### src/rtl/pipe_hazard_ctrl_pkg.sv
// Shared types and constants for the pipeline stall/flush sequencer.
// FSM encodings, register-number width and the per-stage control bundle.
package pipe_hazard_ctrl_pkg;

   localparam int unsigned REG_W = 5;
   localparam logic [REG_W-1:0] REG_ZERO = '0;

   typedef enum logic [1:0] {
      ST_RUN  = 2'd0,
      ST_WAIT = 2'd1,
      ST_HALT = 2'd2,
      ST_BAD  = 2'd3
   } hz_state_e;

   typedef struct packed {
      logic pc_write;
      logic pc_sel_branch;
      logic ifid_write;
      logic ifid_flush;
      logic idex_write;
      logic idex_flush;
      logic exmem_write;
      logic exmem_flush;
      logic memwb_flush;
   } hz_ctrl_t;

   // Everything frozen, nothing squashed: reset, halt and illegal-state pattern.
   function automatic hz_ctrl_t ctrl_idle();
      hz_ctrl_t c;
      c = '0;
      return c;
   endfunction

   function automatic hz_ctrl_t ctrl_normal();
      hz_ctrl_t c;
      c             = '0;
      c.pc_write    = 1'b1;
      c.ifid_write  = 1'b1;
      c.idex_write  = 1'b1;
      c.exmem_write = 1'b1;
      return c;
   endfunction

   // Front of the pipe frozen; WB is flushed so its instruction retires only once.
   function automatic hz_ctrl_t ctrl_mem_wait();
      hz_ctrl_t c;
      c             = '0;
      c.memwb_flush = 1'b1;
      return c;
   endfunction

   // Redirect fetch and squash the three younger instructions.
   function automatic hz_ctrl_t ctrl_branch();
      hz_ctrl_t c;
      c               = ctrl_normal();
      c.pc_sel_branch = 1'b1;
      c.ifid_flush    = 1'b1;
      c.idex_flush    = 1'b1;
      c.exmem_flush   = 1'b1;
      return c;
   endfunction

   // Hold PC and IF/ID, inject one bubble into ID/EX; older stages advance.
   function automatic hz_ctrl_t ctrl_load_use();
      hz_ctrl_t c;
      c             = ctrl_normal();
      c.pc_write    = 1'b0;
      c.ifid_write  = 1'b0;
      c.idex_flush  = 1'b1;
      return c;
   endfunction

endpackage

### src/rtl/pipe_hazard_ctrl_load_use_detect.sv
// Combinational load-use hazard detect between the ID and EX stages.
// A load into $0 never creates a dependency.
module load_use_detect
   import pipe_hazard_ctrl_pkg::*;
(
   input  logic [REG_W-1:0] id_rs,
   input  logic [REG_W-1:0] id_rt,
   input  logic             id_uses_rs,
   input  logic             id_uses_rt,
   input  logic             ex_memread,
   input  logic [REG_W-1:0] ex_rt,
   output logic             lu
);

   logic rs_hit;
   logic rt_hit;

   assign rs_hit = id_uses_rs & (ex_rt == id_rs);
   assign rt_hit = id_uses_rt & (ex_rt == id_rt);
   assign lu     = ex_memread & (ex_rt != REG_ZERO) & (rs_hit | rt_hit);

endmodule

### src/rtl/pipe_hazard_ctrl.sv
// Stall/flush sequencer for the 5-stage pipeline: load-use bubbles, branch
// squashes and dmem wait with a timeout halt. Optional counters: HAZARD_PERF_CNT_EN.
module pipe_hazard_ctrl
   import pipe_hazard_ctrl_pkg::*;
#(
   parameter int unsigned MAX_WAIT = 64,
   parameter int unsigned WAIT_W   = 7,
   parameter int unsigned CNT_W    = 32
) (
   input  logic             clk,
   input  logic             rst,
   input  logic [REG_W-1:0] id_rs,
   input  logic [REG_W-1:0] id_rt,
   input  logic             id_uses_rs,
   input  logic             id_uses_rt,
   input  logic             ex_memread,
   input  logic [REG_W-1:0] ex_rt,
   input  logic             mem_branch_taken,
   input  logic             mem_access,
   input  logic             dmem_ready,
   output logic             pc_write,
   output logic             pc_sel_branch,
   output logic             ifid_write,
   output logic             ifid_flush,
   output logic             idex_write,
   output logic             idex_flush,
   output logic             exmem_write,
   output logic             exmem_flush,
   output logic             memwb_flush,
   output logic             halted,
   output logic [1:0]       state_o
`ifdef HAZARD_PERF_CNT_EN
   ,
   output logic [CNT_W-1:0] lu_stall_cnt,
   output logic [CNT_W-1:0] br_flush_cnt,
   output logic [CNT_W-1:0] mem_wait_cnt
`endif
);

   localparam logic [WAIT_W-1:0] WAIT_SAT  = WAIT_W'(MAX_WAIT);
   localparam logic [WAIT_W-1:0] WAIT_LAST = WAIT_W'(MAX_WAIT - 1);

   if (MAX_WAIT < 1) begin : g_bad_max_wait
      $error("pipe_hazard_ctrl: MAX_WAIT must be at least 1");
   end
   if ((64'd1 << WAIT_W) <= 64'(MAX_WAIT)) begin : g_bad_wait_w
      $error("pipe_hazard_ctrl: WAIT_W too narrow for MAX_WAIT");
   end
   if (CNT_W < 1) begin : g_bad_cnt_w
      $error("pipe_hazard_ctrl: CNT_W must be at least 1");
   end

   hz_state_e         state;
   hz_state_e         state_nxt;
   logic [WAIT_W-1:0] wait_cnt;
   logic [WAIT_W-1:0] wait_cnt_nxt;
   hz_ctrl_t          ctrl;

   logic lu;
   logic mw;
   logic active;
   logic take_mw;
   logic take_br;
   logic take_lu;

   load_use_detect u_lu (
      .id_rs      (id_rs),
      .id_rt      (id_rt),
      .id_uses_rs (id_uses_rs),
      .id_uses_rt (id_uses_rt),
      .ex_memread (ex_memread),
      .ex_rt      (ex_rt),
      .lu         (lu)
   );

   // Event priority: memory wait, then branch, then load-use.
   assign mw      = mem_access & ~dmem_ready;
   assign active  = (state == ST_RUN) | (state == ST_WAIT);
   assign take_mw = active & mw;
   assign take_br = active & ~mw & mem_branch_taken;
   assign take_lu = active & ~mw & ~mem_branch_taken & lu;

   always_ff @(posedge clk) begin
      if (rst) begin
         state    <= ST_RUN;
         wait_cnt <= '0;
         halted   <= 1'b0;
      end else begin
         state    <= state_nxt;
         wait_cnt <= wait_cnt_nxt;
         halted   <= (state_nxt == ST_HALT);
      end
   end

   // Wait counter counts consecutive stalled cycles; timeout only from WAIT.
   always_comb begin
      state_nxt    = state;
      wait_cnt_nxt = wait_cnt;
      case (state)
         ST_RUN, ST_WAIT: begin
            if (mw) begin
               wait_cnt_nxt = (wait_cnt >= WAIT_SAT) ? wait_cnt : wait_cnt + WAIT_W'(1);
               if ((state == ST_WAIT) && (wait_cnt >= WAIT_LAST)) begin
                  state_nxt = ST_HALT;
               end else begin
                  state_nxt = ST_WAIT;
               end
            end else begin
               state_nxt    = ST_RUN;
               wait_cnt_nxt = '0;
            end
         end
         ST_HALT: begin
            state_nxt = ST_HALT;
         end
         default: begin
            state_nxt    = ST_RUN;
            wait_cnt_nxt = '0;
         end
      endcase
   end

   always_comb begin
      ctrl = ctrl_idle();
      if (!rst && active) begin
         if (take_mw) begin
            ctrl = ctrl_mem_wait();
         end else if (take_br) begin
            ctrl = ctrl_branch();
         end else if (take_lu) begin
            ctrl = ctrl_load_use();
         end else begin
            ctrl = ctrl_normal();
         end
      end
   end

   assign pc_write      = ctrl.pc_write;
   assign pc_sel_branch = ctrl.pc_sel_branch;
   assign ifid_write    = ctrl.ifid_write;
   assign ifid_flush    = ctrl.ifid_flush;
   assign idex_write    = ctrl.idex_write;
   assign idex_flush    = ctrl.idex_flush;
   assign exmem_write   = ctrl.exmem_write;
   assign exmem_flush   = ctrl.exmem_flush;
   assign memwb_flush   = ctrl.memwb_flush;
   assign state_o       = state;

`ifdef HAZARD_PERF_CNT_EN
   // Event counters wrap naturally at CNT_W bits.
   always_ff @(posedge clk) begin
      if (rst) begin
         lu_stall_cnt <= '0;
         br_flush_cnt <= '0;
         mem_wait_cnt <= '0;
      end else begin
         if (take_lu) lu_stall_cnt <= lu_stall_cnt + CNT_W'(1);
         if (take_br) br_flush_cnt <= br_flush_cnt + CNT_W'(1);
         if (take_mw) mem_wait_cnt <= mem_wait_cnt + CNT_W'(1);
      end
   end
`endif

endmodule

### config.mk
export PLATFORM = sky130hd
export DESIGN_NAME = pipe_hazard_ctrl
export DESIGN_NICKNAME = d
export VERILOG_FILES = /design/src/rtl/pipe_hazard_ctrl_pkg.sv /design/src/rtl/pipe_hazard_ctrl_load_use_detect.sv /design/src/rtl/pipe_hazard_ctrl.sv
export SDC_FILE = /design/constraint.sdc
export NUM_CORES = 1
export LEC_CHECK = 0
export BUFFER_PORTS_ARGS = -buffer_cell sky130_fd_sc_hd__buf_2
export CORE_MARGIN = 3
export CORE_UTILIZATION = 30
export CTS_CLUSTER_DIAMETER = 120
export DETAILED_ROUTE_END_ITERATION = 6
export PLACE_DENSITY = 0.63
export SLEW_MARGIN = 25
export SYNTH_ARGS = -nofsm -noshare
export SYNTH_HDL_FRONTEND = slang
export SYNTH_SLANG_ARGS = --single-unit
### constraint.sdc
create_clock -name clk -period 1.5 [get_ports clk]
set_input_delay 0.225 -clock clk [delete_from_list [all_inputs] [get_ports clk]]
set_output_delay 0.225 -clock clk [all_outputs]
set_load 0.03 [all_outputs]
Yosys cells after proc, flatten, opt, wreduce, memory -nomap -nowiden
Index checks and enable logic that the tools add are counted.
- $add $sub $neg: 1
- magnitude comparators: 2
- eq/ne operators: 6
- mux-type cells: 10
- bitwise gates (word level): 16
- reductions and logical operators: 7
- operators with widths (kind ; count):
    $mux 9 ; 4
    $mux 7 ; 2
    $pmux 7 s2 ; 1
    $and 1x1->1 ; 10
    $eq 5x5->1 ; 2
    $add 7x1->7 const B ; 1
    $ge 7x6->1 const B ; 1
    $ge 7x7->1 const B ; 1
    $reduce_bool 5->1 ; 1
    $eq 2x2->1 const B ; 2
    $mux 2 ; 2
    $not 1->1 ; 4
    $pmux 2 s2 ; 1
    $ne 3x3->1 const B ; 1
    $eq 2x1->1 const B ; 1
    $logic_and 1x1->1 ; 2
    $logic_not 2->1 ; 1
    $or 1x1->1 ; 2
    $reduce_and 2->1 ; 1
    $reduce_or 2->1 ; 1
    $logic_not 1->1 ; 1
- register bits: 10
- bits of input ports: 23
- output and inout bits: 12

Longest topological paths before layout
Gate-level depths: netlist (run 1).
- depth in word-level cells: 10
- gate-level depth with buffers: 5
- mapped depth without buffers: 5

Modules after synthesis
Synthesis (run 1) repeated with hierarchy kept, for this count alone.
- cells, all modules: 85
- area total of the unflattened synthesis: 737.0 um^2
- modules (own cells, without submodules) (module ; instances ; cells an instance ; area an instance (um^2)):
    pipe_hazard_ctrl ; 1 ; 68 ; 603.1
    load_use_detect ; 1 ; 17 ; 133.9

Worst setup path after synthesis (run 1)
OpenSTA, ideal clock, no wires.
- path kind: reg-to-output
- from: reg state[1] (netlist: state_o[1])
- to: out idex_flush
- data arrival time: 2.126 ns
- slack: -0.851 ns
- cell stages (with the launch flop): 4
- buffers on the path: 0
- cell sequence: dfxtp_1 > nor3_1 > and2_1 > o21bai_1
- word-level cells in the longest chain between the ends: 9
- elaborated cells between the ends (all ways): 13
- classes of those cells: 1 x eq/ne; 4 x mux; 6 x bitwise; 2 x reduce/logical
- RTL lines (item ; RTL line ; text):
    from (decl) ; pipe_hazard_ctrl.sv:53 ; hz_state_e state;
    from (signal assigned) ; pipe_hazard_ctrl.sv:89 ; state <= state_nxt;
    $eq 2x1->1 or $logic_not 2->1 (tied branches) ; pipe_hazard_ctrl.sv:78 ; assign active = (state == ST_RUN) | (state == ST_WAIT);
    $or 1x1->1 (*) ; pipe_hazard_ctrl.sv:78 ;
    $and 1x1->1 ; pipe_hazard_ctrl.sv:80, pipe_hazard_ctrl.sv:81 ;
    $and 1x1->1 (2 in series) ; pipe_hazard_ctrl.sv:81 ; assign take_lu = active & ~mw & ~mem_branch_taken & lu;
    $mux 9 ; pipe_hazard_ctrl.sv:130 ; end else if (take_lu) begin
    $mux 9 ; pipe_hazard_ctrl.sv:128 ; end else if (take_br) begin
    $mux 9 ; pipe_hazard_ctrl.sv:126 ; if (take_mw) begin
    $mux 9 (*) ; pipe_hazard_ctrl.sv:125 ; if (!rst && active) begin
    to (decl) ; pipe_hazard_ctrl.sv:26 ; output logic idex_flush,
Every way passes the cells marked *; elsewhere a longest branch is shown, timed or not.

Final worst setup path (run 1)
Same ends and word-level chain as after synthesis.

==> results.json, run 1 <==
{
  "post-place-ws_ns": -0.171,
  "viasPerCell": 4.94,
  "dp.cells": 141,
  "hold_viol_final": 0,
  "cellPowerDensity_nw_per_um2": 651,
  "dr.first_iter.drc_count": 22,
  "start_util_pct": 33.1,
  "utilization_pct": 53.1,
  "min_period_ns": 1.64,
  "vias": 741,
  "tightest_slew_ns": 0.318,
  "drive_above_1_share_pct": 48.0,
  "numCtsBuffers": 3,
  "dieArea_um2": 2860,
  "ant_nets": 0,
  "fin_crit_sh_pct": 109,
  "synth.yosys.seq_area_share_pct": 29.6,
  "internal-power_uw": 514,
  "drv_slew": 0,
  "synth_warnings": 0,
  "grt_pass1_wl_mm": 2.94,
  "design_area_um2": 1080,
  "firstDrtPassIters": 5,
  "antenna_cells": 0,
  "violations": "negative setup slack",
  "place_congestion": 0.775,
  "cts_tree": "yes",
  "setup_ws_ns": -0.138,
  "wl_met2_mm": 1.03,
  "status": "complete, but fails checks",
  "io_pins": 35,
  "core_um2": 2040,
  "ys_ff_latch": 10,
  "cts_num_sinks": 10,
  "design_power_total_uw": 707,
  "cp_slowest_cell": "or4_4",
  "pwr-share-comb_pct": 27.9,
  "setup_tns_ns": -0.491,
  "grt_setup_unrepaired": "true",
  "swShare_pct": 27.2,
  "antenna_found_initial": 0,
  "overflow": 0,
  "end_kind": "output port",
  "cts_htree_levels": 1,
  "clkPwrFrac_pct": 34.0,
  "synth_cell_type_count": 36,
  "synth.top_cells.by_area": "dfxtp_1, xor2_1, a21oi_1",
  "postPlaceCellArea_um2": 890,
  "wirelength_mm": 1.80,
  "worst_setup_path_start_kind": "register",
  "cp_cell_sequence": "or4_4 > o21bai_4 > buf_6",
  "synth_top_area_share_pct": 29.6,
  "cp.required_ns": 1.27,
  "final_cells": 150,
  "rows": 16,
  "switchingPower_uw": 192,
  "synth.largest_area_cell": "dfxtp_1",
  "worst-endpoint-arrival_ns": 1.41,
  "layout_commonest_cell": "buf_2",
  "final_net_count": 148,
  "ir_worst_vdd_mv": 0.388,
  "grt_usage_pct": 13.9,
  "top_layer_used": "met4",
  "max_freq_mhz": 610,
  "path_clk_slew_ns": 0.07,
  "synthesis.instances": 82,
  "met1_length_um": 659,
  "port_buffers": 34,
  "setup_viol": 7,
  "cts_root_buffer": "clkbuf_4",
  "drc": 0,
  "timing.hold.ws_ns": 0.316,
  "leakage_nw": 0.450,
  "wl_per_cell_um": 12.0,
  "synthesis.area_um2": 676,
  "criticalPathCategory": "reg2out",
  "syn-num-nets": 106,
  "layout_common_cells": "buf_2, buf_6, buf_4",
  "dp_hpwl_mm": 1.31,
  "clock-skew-final_ns": 0.00259,
  "critPathMaxFanout": 4,
  "grt_max_degree": 9,
  "worstSkewPairLatency_ns": 0.26,
  "power_frac_seq_pct": 38.1,
  "slowest_delay_ns": 0.52,
  "hold_path.class": "in2reg",
  "slew_headroom_pct": 78.7,
  "syn_avg_cell_area_um2": 8.24,
  "first_global_vias": 722,
  "cap_violations": 0,
  "die_h_um": 53.5,
  "die_w_um": 53.5,
  "cts_buffer_depth": 2,
  "syn2layout_area_growth_pct": 60.6,
  "route.met3.wl_um": 95
}
kinds of logic after synthesis:
family / after synthesis / share of synthesized area [%]
XOR/XNOR: 10 / 13.0
AND/OR/NAND/NOR: 31 / 26.3
adder cells (fa/ha/maj): 1 / 1.85
buffers and inverters: 8 / 7.78
AO/OA/AOI/OAI: 22 / 21.5
flip-flops: 10 / 29.6
repair_timing:
| item | CTS | global route |
|---|---|---|
| pin swaps | 8 | 7 |
| gates cloned | 0 | 0 |
| setup endpoints to repair | 4 | 9 |
| gates resized for setup | 27 | 10 |
| buffers inserted | 1 | 4 |
| hold buffers | 0 | 0 |
layout make-up:
class,count,area [um2]
repair buffers,44,337
clock buffers,4,36.3
inverters,1,3.75
multi-input cells,64,470
well taps,27,33.8
flip-flops and latches,10,204
fillers,192,957
cell usage after synthesis (all sizes together):
library cell  count
dfxtp            10
xor2              8
a21oi             6
nor2              6
buf               5
nand2             5
o21ai             5
a311oi            3
nand3             3
nor4              3
and2              2
clkbuf            2
nand2b            2
nor3              2
or4               2
xnor2             2
a221oi            1
a31oi             1
a32oi             1
a41oi             1
and2b             1
and4b             1
ha                1
inv               1
nand4             1
nor2b             1
o211ai            1
o21a              1
o21bai            1
o31a              1
or2               1
or3b              1
sequential cells by signal (all words and copies together), names as in the netlist:
name and flops:
halted 1, wait_cnt 7, state_o 2
critical path: cells and delay by family (launching register included):
family,cells,cell delay [ns]
simple gates,1,0.52
compound gates,1,0.12
flops,1,0.36
buf+inv,1,0.14
per-layer routing:
| metal | up-vias | GRT usage [%] |
|---|---|---|
| met5 | - | 0 |
| met4 | 0 | 7.23 |
| met3 | 2 | 1.97 |
| met2 | 24 | 26.1 |
| met1 | 333 | 14.5 |
| li1 | 382 | - |
power groups by stage:
stage,sequential [mW],combinational (mW),clock [mW]
after floorplan,0.278,0.0970,0
after global placement,0.277,0.150,0
after detailed placement,0.277,0.152,0
after CTS,0.269,0.182,0.248
after global routing,0.269,0.212,0.264
final,0.269,0.197,0.240
path summary, 6_finish.rpt:
| kind | start | to | slack, ns | depth (start not counted) |
|---|---|---|---|---|
| worst max-delay path | state_o[1]$_SDFF_PP0_ | idex_flush | -0.14 | 3 |
| worst min-delay path | dmem_ready | wait_cnt[6]$_SDFFE_PP0P_ | 0.32 | 3 |
| worst max register to register | state_o[1]$_SDFF_PP0_ | wait_cnt[4]$_SDFFE_PP0P_ | 0.07 | 5 |
| worst min register to register | wait_cnt[5]$_SDFFE_PP0P_ | wait_cnt[5]$_SDFFE_PP0P_ | 0.48 | 1 |
Power figures use the tool's default switching activity.
==> run 2: changes to the inputs <==
Settings changed: CORE_UTILIZATION 30 to 43, GPL_TIMING_DRIVEN set to 0, PLACE_DENSITY 0.63 to 0.83.
==> run 2 against run 1 <==
Net effect:
- the flow still finishes with violations (negative setup slack)
- utilization up 22 points
- sequential share of layout area up 0.84 points
- design area shrank 4.3%
- clock skew is 0.0031 ns higher
- critical path depth increased by 4
- register-to-register slack hardly changed
- combinational power barely moved
- clock power shrank 26%
- fmax shrank 2.2%
- clock-buffer cell count decreased by 1
- via count is 6.6% higher
- flip-flop and latch count unchanged
- critical endpoint is now pc_write
- largest power group unchanged
- highest routed layer unchanged
==> results.json, run 2 (same netlist as run 1, synthesis figures left out) <==
{
  "violations": "negative setup slack",
  "dieArea_um2": 2080,
  "power_frac_seq_pct": 41.7,
  "critPathMaxFanout": 2,
  "min_period_ns": 1.67,
  "wirelength_mm": 2.01,
  "layout_common_cells": "buf_2, buf_6, dfxtp_1",
  "post-place-ws_ns": -0.396,
  "cp_cell_sequence": "buf_6 > xor2_1 > nor4_2 > a32oi_1 > o31a_1 > buf_6 > buf_6",
  "ant_nets": 0,
  "worstSkewPairLatency_ns": 0.26,
  "setup_ws_ns": -0.175,
  "slowest_delay_ns": 0.30,
  "ir_worst_vdd_mv": 0.577,
  "io_pins": 35,
  "worst-endpoint-arrival_ns": 1.45,
  "dp_hpwl_mm": 1.44,
  "cts_root_buffer": "clkbuf_4",
  "slew_headroom_pct": 65.5,
  "cp_slowest_cell": "nor4_2",
  "die_h_um": 45.6,
  "pwr-share-comb_pct": 30.9,
  "grt_usage_pct": 22.9,
  "first_global_vias": 781,
  "status": "complete, but fails checks",
  "worst_setup_path_start_kind": "input port",
  "vias": 790,
  "syn2layout_area_growth_pct": 53.7,
  "tightest_slew_ns": 0.517,
  "cp.required_ns": 1.27,
  "viasPerCell": 5.77,
  "use_met3_pct": 8.30,
  "clkPwrFrac_pct": 27.4,
  "design_area_um2": 1040,
  "grt_util_met1_pct": 24.1,
  "fin_crit_sh_pct": 112,
  "path_clk_slew_ns": 0.06,
  "cts_num_sinks": 10,
  "fillCellCount": 100,
  "grt_pass1_wl_mm": 3.38,
  "utilization_pct": 75.1,
  "grtUsageMet2_pct": 40.7,
  "drv_slew": 0,
  "core_um2": 1380,
  "cts_hold_buf": 0,
  "cts_htree_levels": 1,
  "grt_setup_unrepaired": "true",
  "rows": 13,
  "grt_max_degree": 11,
  "crit_top_cell": "buf_6",
  "overflow": 0,
  "antenna_found_initial": 0,
  "start_util_pct": 48.9,
  "criticalPathCategory": "in2out",
  "drive_above_1_share_pct": 46.7,
  "largest_reg_flops": 7,
  "clock-skew-final_ns": 0.00572,
  "final_net_count": 148,
  "switchingPower_uw": 189,
  "wl_per_cell_um": 14.6,
  "antenna_cells": 0,
  "grt_busiest_layer": "met2",
  "cellPowerDensity_nw_per_um2": 622,
  "cts_tree": "yes",
  "hold_path.class": "in2reg",
  "swShare_pct": 29.3,
  "cts_buffer_depth": 2,
  "layout_commonest_cell": "buf_2",
  "place_congestion": 0.797,
  "design_power_total_uw": 646,
  "end_kind": "output port",
  "top_register": "wait_cnt",
  "hold_viol_final": 0,
  "max_freq_mhz": 597,
  "postPlaceCellArea_um2": 890,
  "firstDrtPassIters": 4,
  "dr.first_iter.drc_count": 9,
  "port_buffers": 34,
  "drc": 0,
  "internal-power_uw": 457,
  "setup_viol": 4,
  "die_w_um": 45.6,
  "leakage_nw": 0.432,
  "numCtsBuffers": 3,
  "cap_violations": 0
}
==> run 2: cell types whose count changed in the layout (fill, tap and decap cells not counted), sizes merged <==
cell | previous run | this run
buf | 44 | 43
==> run 2: per-layer routing <==
metal	vias to the layer above	routed length [um]	part of all wire [%]
li1	384	-	-
met1	376	784	39
met2	26	1060	53
met3	4	115	5.7
met4	0	41	2.0
met5	-	0	0
==> run 2: per-stage QoR <==
stage / TNS [ns] / instances / hold slack [ns]
2_1_floorplan: -0.160 / 82 / 0.451
3_3_place_gp: -0.894 / 131 / 0.472
3_5_place_dp: -0.871 / 131 / 0.479
4_1_cts: -0.594 / 138 / 0.435
5_1_grt: -0.825 / 137 / 0.491
6_report: -0.520 / 137 / 0.480
==> run 2: final timing paths <==
kind,from,endpoint,slack (ns),cells past startpoint
setup reg to reg,state_o[1]$_SDFF_PP0_,wait_cnt[4]$_SDFFE_PP0P_,0.08,5
setup / recovery,id_rt[1],pc_write,-0.17,7
hold / removal,dmem_ready,wait_cnt[6]$_SDFFE_PP0P_,0.48,4
hold reg to reg,wait_cnt[5]$_SDFFE_PP0P_,wait_cnt[5]$_SDFFE_PP0P_,0.49,1
==> run 2: cell type report <==
| cell class | count | area (um2) | share of cell area (%) |
|---|---|---|---|
| Buffer | 5 | 45.0 | 4.34 |
| Clock buffer | 3 | 22.5 | 2.17 |
| Tap cell | 15 | 18.8 | 1.81 |
| Inverter | 1 | 3.75 | 0.361 |
| Sequential cell | 10 | 204 | 19.6 |
| Timing Repair Buffer | 39 | 267 | 25.7 |
| Multi-Input combinational cell | 64 | 478 | 46.0 |
==> run 2: repair_timing <==
item | CTS | global route
resized for setup | 22 | 6
endpoints found under the setup margin | 6 | 13
setup buffers | 4 | 1
pin swaps | 10 | 7
hold endpoints to repair | 0 | 0
==> run 2: worst max-delay path: cells and delay by family <==
kind	cells	cell delay, ns
AND/OR/NAND/NOR	1	0.30
buffers and inverters	3	0.33
XOR/XNOR	1	0.16
AO/OA/AOI/OAI	2	0.44
==> run 2: power groups by stage <==
stage | Combinational [mW] | Sequential, mW | Clock [mW]
floorplan | 0.0970 | 0.278 | 0
global placement | 0.155 | 0.277 | 0
CTS | 0.190 | 0.269 | 0.183
finish | 0.200 | 0.270 | 0.177
detailed placement | 0.160 | 0.277 | 0
global route | 0.215 | 0.270 | 0.194
==> run 3: changes to the inputs <==
Settings changed: RECOVER_POWER set to 50.
==> run 3 against run 2 <==
Net effect:
- first-iteration DRC count increased by 11%
- the run still ends with negative setup slack left
- clock power about the same
- cell count stayed put
- wire length fell by 0.40%
- largest power group unchanged
- clock-buffer cell count unchanged
- critical path depth unchanged
- sequential share of layout area increased by 0.071 points
- sequential power barely moved
- utilization down 0.27 points
- largest cell class unchanged
- global-route usage unchanged
- non-clock buffer count unchanged
- combinational power about the same
- highest routed layer unchanged
==> results.json, run 3 (same netlist as run 1, synthesis figures left out) <==
{
  "worst_setup_path_start_kind": "input port",
  "multi_input_area_um2": 478,
  "ir_worst_vdd_mv": 0.577,
  "cts_num_sinks": 10,
  "antenna_found_initial": 0,
  "min_period_ns": 1.68,
  "cellPowerDensity_nw_per_um2": 624,
  "hold_viol_final": 0,
  "clkPwrFrac_pct": 27.4,
  "layout_common_cells": "buf_2, buf_6, dfxtp_1",
  "worstSkewPairLatency_ns": 0.26,
  "core_um2": 1380,
  "seq_area_um2": 204,
  "swShare_pct": 29.3,
  "dr.first_iter.drc_count": 10,
  "wirelength_mm": 2.00,
  "vias": 789,
  "critPathMaxFanout": 2,
  "criticalPathCategory": "in2out",
  "dieArea_um2": 2080,
  "power_frac_seq_pct": 41.7,
  "status": "complete, but fails checks",
  "rows": 13,
  "utilization_pct": 74.8,
  "r2r_start": "state_o[1]$_SDFF_PP0_",
  "start_util_pct": 48.9,
  "cts_buffer_depth": 2,
  "clock-skew-final_ns": 0.00549,
  "violations": "negative setup slack",
  "drive_above_1_share_pct": 44.3,
  "grt_max_degree": 11,
  "setup_ws_ns": -0.175,
  "final_cells": 137,
  "worst-endpoint-arrival_ns": 1.45,
  "dp_hpwl_mm": 1.44,
  "first_global_vias": 781,
  "layout_commonest_cell": "buf_2",
  "grt_usage_pct": 22.9,
  "fillCellCount": 101,
  "numCtsBuffers": 3,
  "cts_htree_levels": 1,
  "syn2layout_area_growth_pct": 53.1,
  "antenna_cells": 0,
  "slew_headroom_pct": 65.6,
  "viasPerCell": 5.76,
  "die_h_um": 45.6,
  "firstDrtPassIters": 4,
  "cp-endpoint": "pc_write",
  "max_freq_mhz": 597,
  "cp.required_ns": 1.27,
  "path_clk_slew_ns": 0.06,
  "cap_violations": 0,
  "top_register": "wait_cnt",
  "tightest_slew_ns": 0.516,
  "cts_tree": "yes",
  "port_buffers": 34,
  "hold_path.class": "in2reg",
  "internal-power_uw": 457,
  "fin_crit_sh_pct": 112,
  "drv_slew": 0,
  "ant_nets": 0,
  "wl_per_cell_um": 14.6,
  "die_w_um": 45.6,
  "grt_setup_unrepaired": "true",
  "largest_reg_flops": 7,
  "grt_pass1_wl_mm": 3.38,
  "dp.cells": 131,
  "place_congestion": 0.797,
  "r2r_cells": 5,
  "end_kind": "output port",
  "overflow": 0,
  "pwr-share-comb_pct": 30.8,
  "final_net_count": 148,
  "cp-startpoint": "id_rt[1]",
  "r2r_slack_ns": 0.08,
  "io_pins": 35,
  "leakage_nw": 0.420,
  "cts_root_buffer": "clkbuf_4",
  "timing.hold.ws_ns": 0.480,
  "setup_viol": 4,
  "r2r_end": "wait_cnt[4]$_SDFFE_PP0P_",
  "design_power_total_uw": 646,
  "drc": 0,
  "switchingPower_uw": 189
}
## run 3: changes by cell type in the layout (fill, tap and decap cells not counted)
cell      delta
buf_2        -3
clkbuf_1     +3
## run 3: area by class of cell
cell class                      instances  area share [%]
Timing Repair Buffer                   39            25.4
Clock buffer                            3            2.18
Sequential cell                        10            19.7
Buffer                                  5            4.35
Multi-Input combinational cell         64            46.2
Tap cell                               15            1.81
Inverter                                1           0.363
## run 3: worst min path at each step
stage / from / to / slack [ns] / cells past startpoint
2_1_floorplan: wait_cnt[5]$_SDFFE_PP0P_ / wait_cnt[5]$_SDFFE_PP0P_ / 0.45 / 1
3_3_place_gp: wait_cnt[5]$_SDFFE_PP0P_ / wait_cnt[5]$_SDFFE_PP0P_ / 0.47 / 1
3_5_place_dp: wait_cnt[5]$_SDFFE_PP0P_ / wait_cnt[5]$_SDFFE_PP0P_ / 0.48 / 1
4_1_cts: dmem_ready / state_o[0]$_SDFF_PP0_ / 0.43 / 5
5_1_grt: dmem_ready / wait_cnt[6]$_SDFFE_PP0P_ / 0.49 / 4
6_report: dmem_ready / wait_cnt[6]$_SDFFE_PP0P_ / 0.48 / 4
## run 3: what timing repair did
action,in CTS,in global routing
hold endpoints to repair,0,0
resized for setup,22,6
pin swaps,10,7
endpoints found under the setup margin,6,13
hold buffers,0,0
buffers inserted,4,1
## run 3: layer usage
metal  wire length (um)  part of all wire, %  track usage [%]  vias up
li1                   -                    -                -      383
met1                765                   38             24.1      373
met2               1070                   53             40.7       29
met3                124                  6.2             8.30        4
met4                 41                  2.1             8.77        0
met5                  0                    0                0        -
## run 3: per-stage QoR
step,TNS [ns],area (um2),setup WS [ns]
2_1_floorplan,-0.160,701,-0.150
3_3_place_gp,-0.894,890,-0.412
3_5_place_dp,-0.871,890,-0.396
4_1_cts,-0.594,1020,-0.180
5_1_grt,-0.826,1030,-0.257
6_report,-0.523,1030,-0.175
## run 3: power by group through the flow
| stage | clock network, mW | logic (mW) | registers (mW) |
|---|---|---|---|
| detailed placement | 0 | 0.160 | 0.277 |
| global route | 0.194 | 0.215 | 0.270 |
| floorplan | 0 | 0.0970 | 0.278 |
| global placement | 0 | 0.155 | 0.277 |
| CTS | 0.183 | 0.190 | 0.269 |
| finish | 0.177 | 0.199 | 0.270 |
## run 3: worst max-delay path, cell delays in order
cell and delay (ns):
buf_6 0.09, xor2_1 0.16, nor4_2 0.30, a32oi_1 0.16
o31a_1 0.28, buf_6 0.12, buf_6 0.12
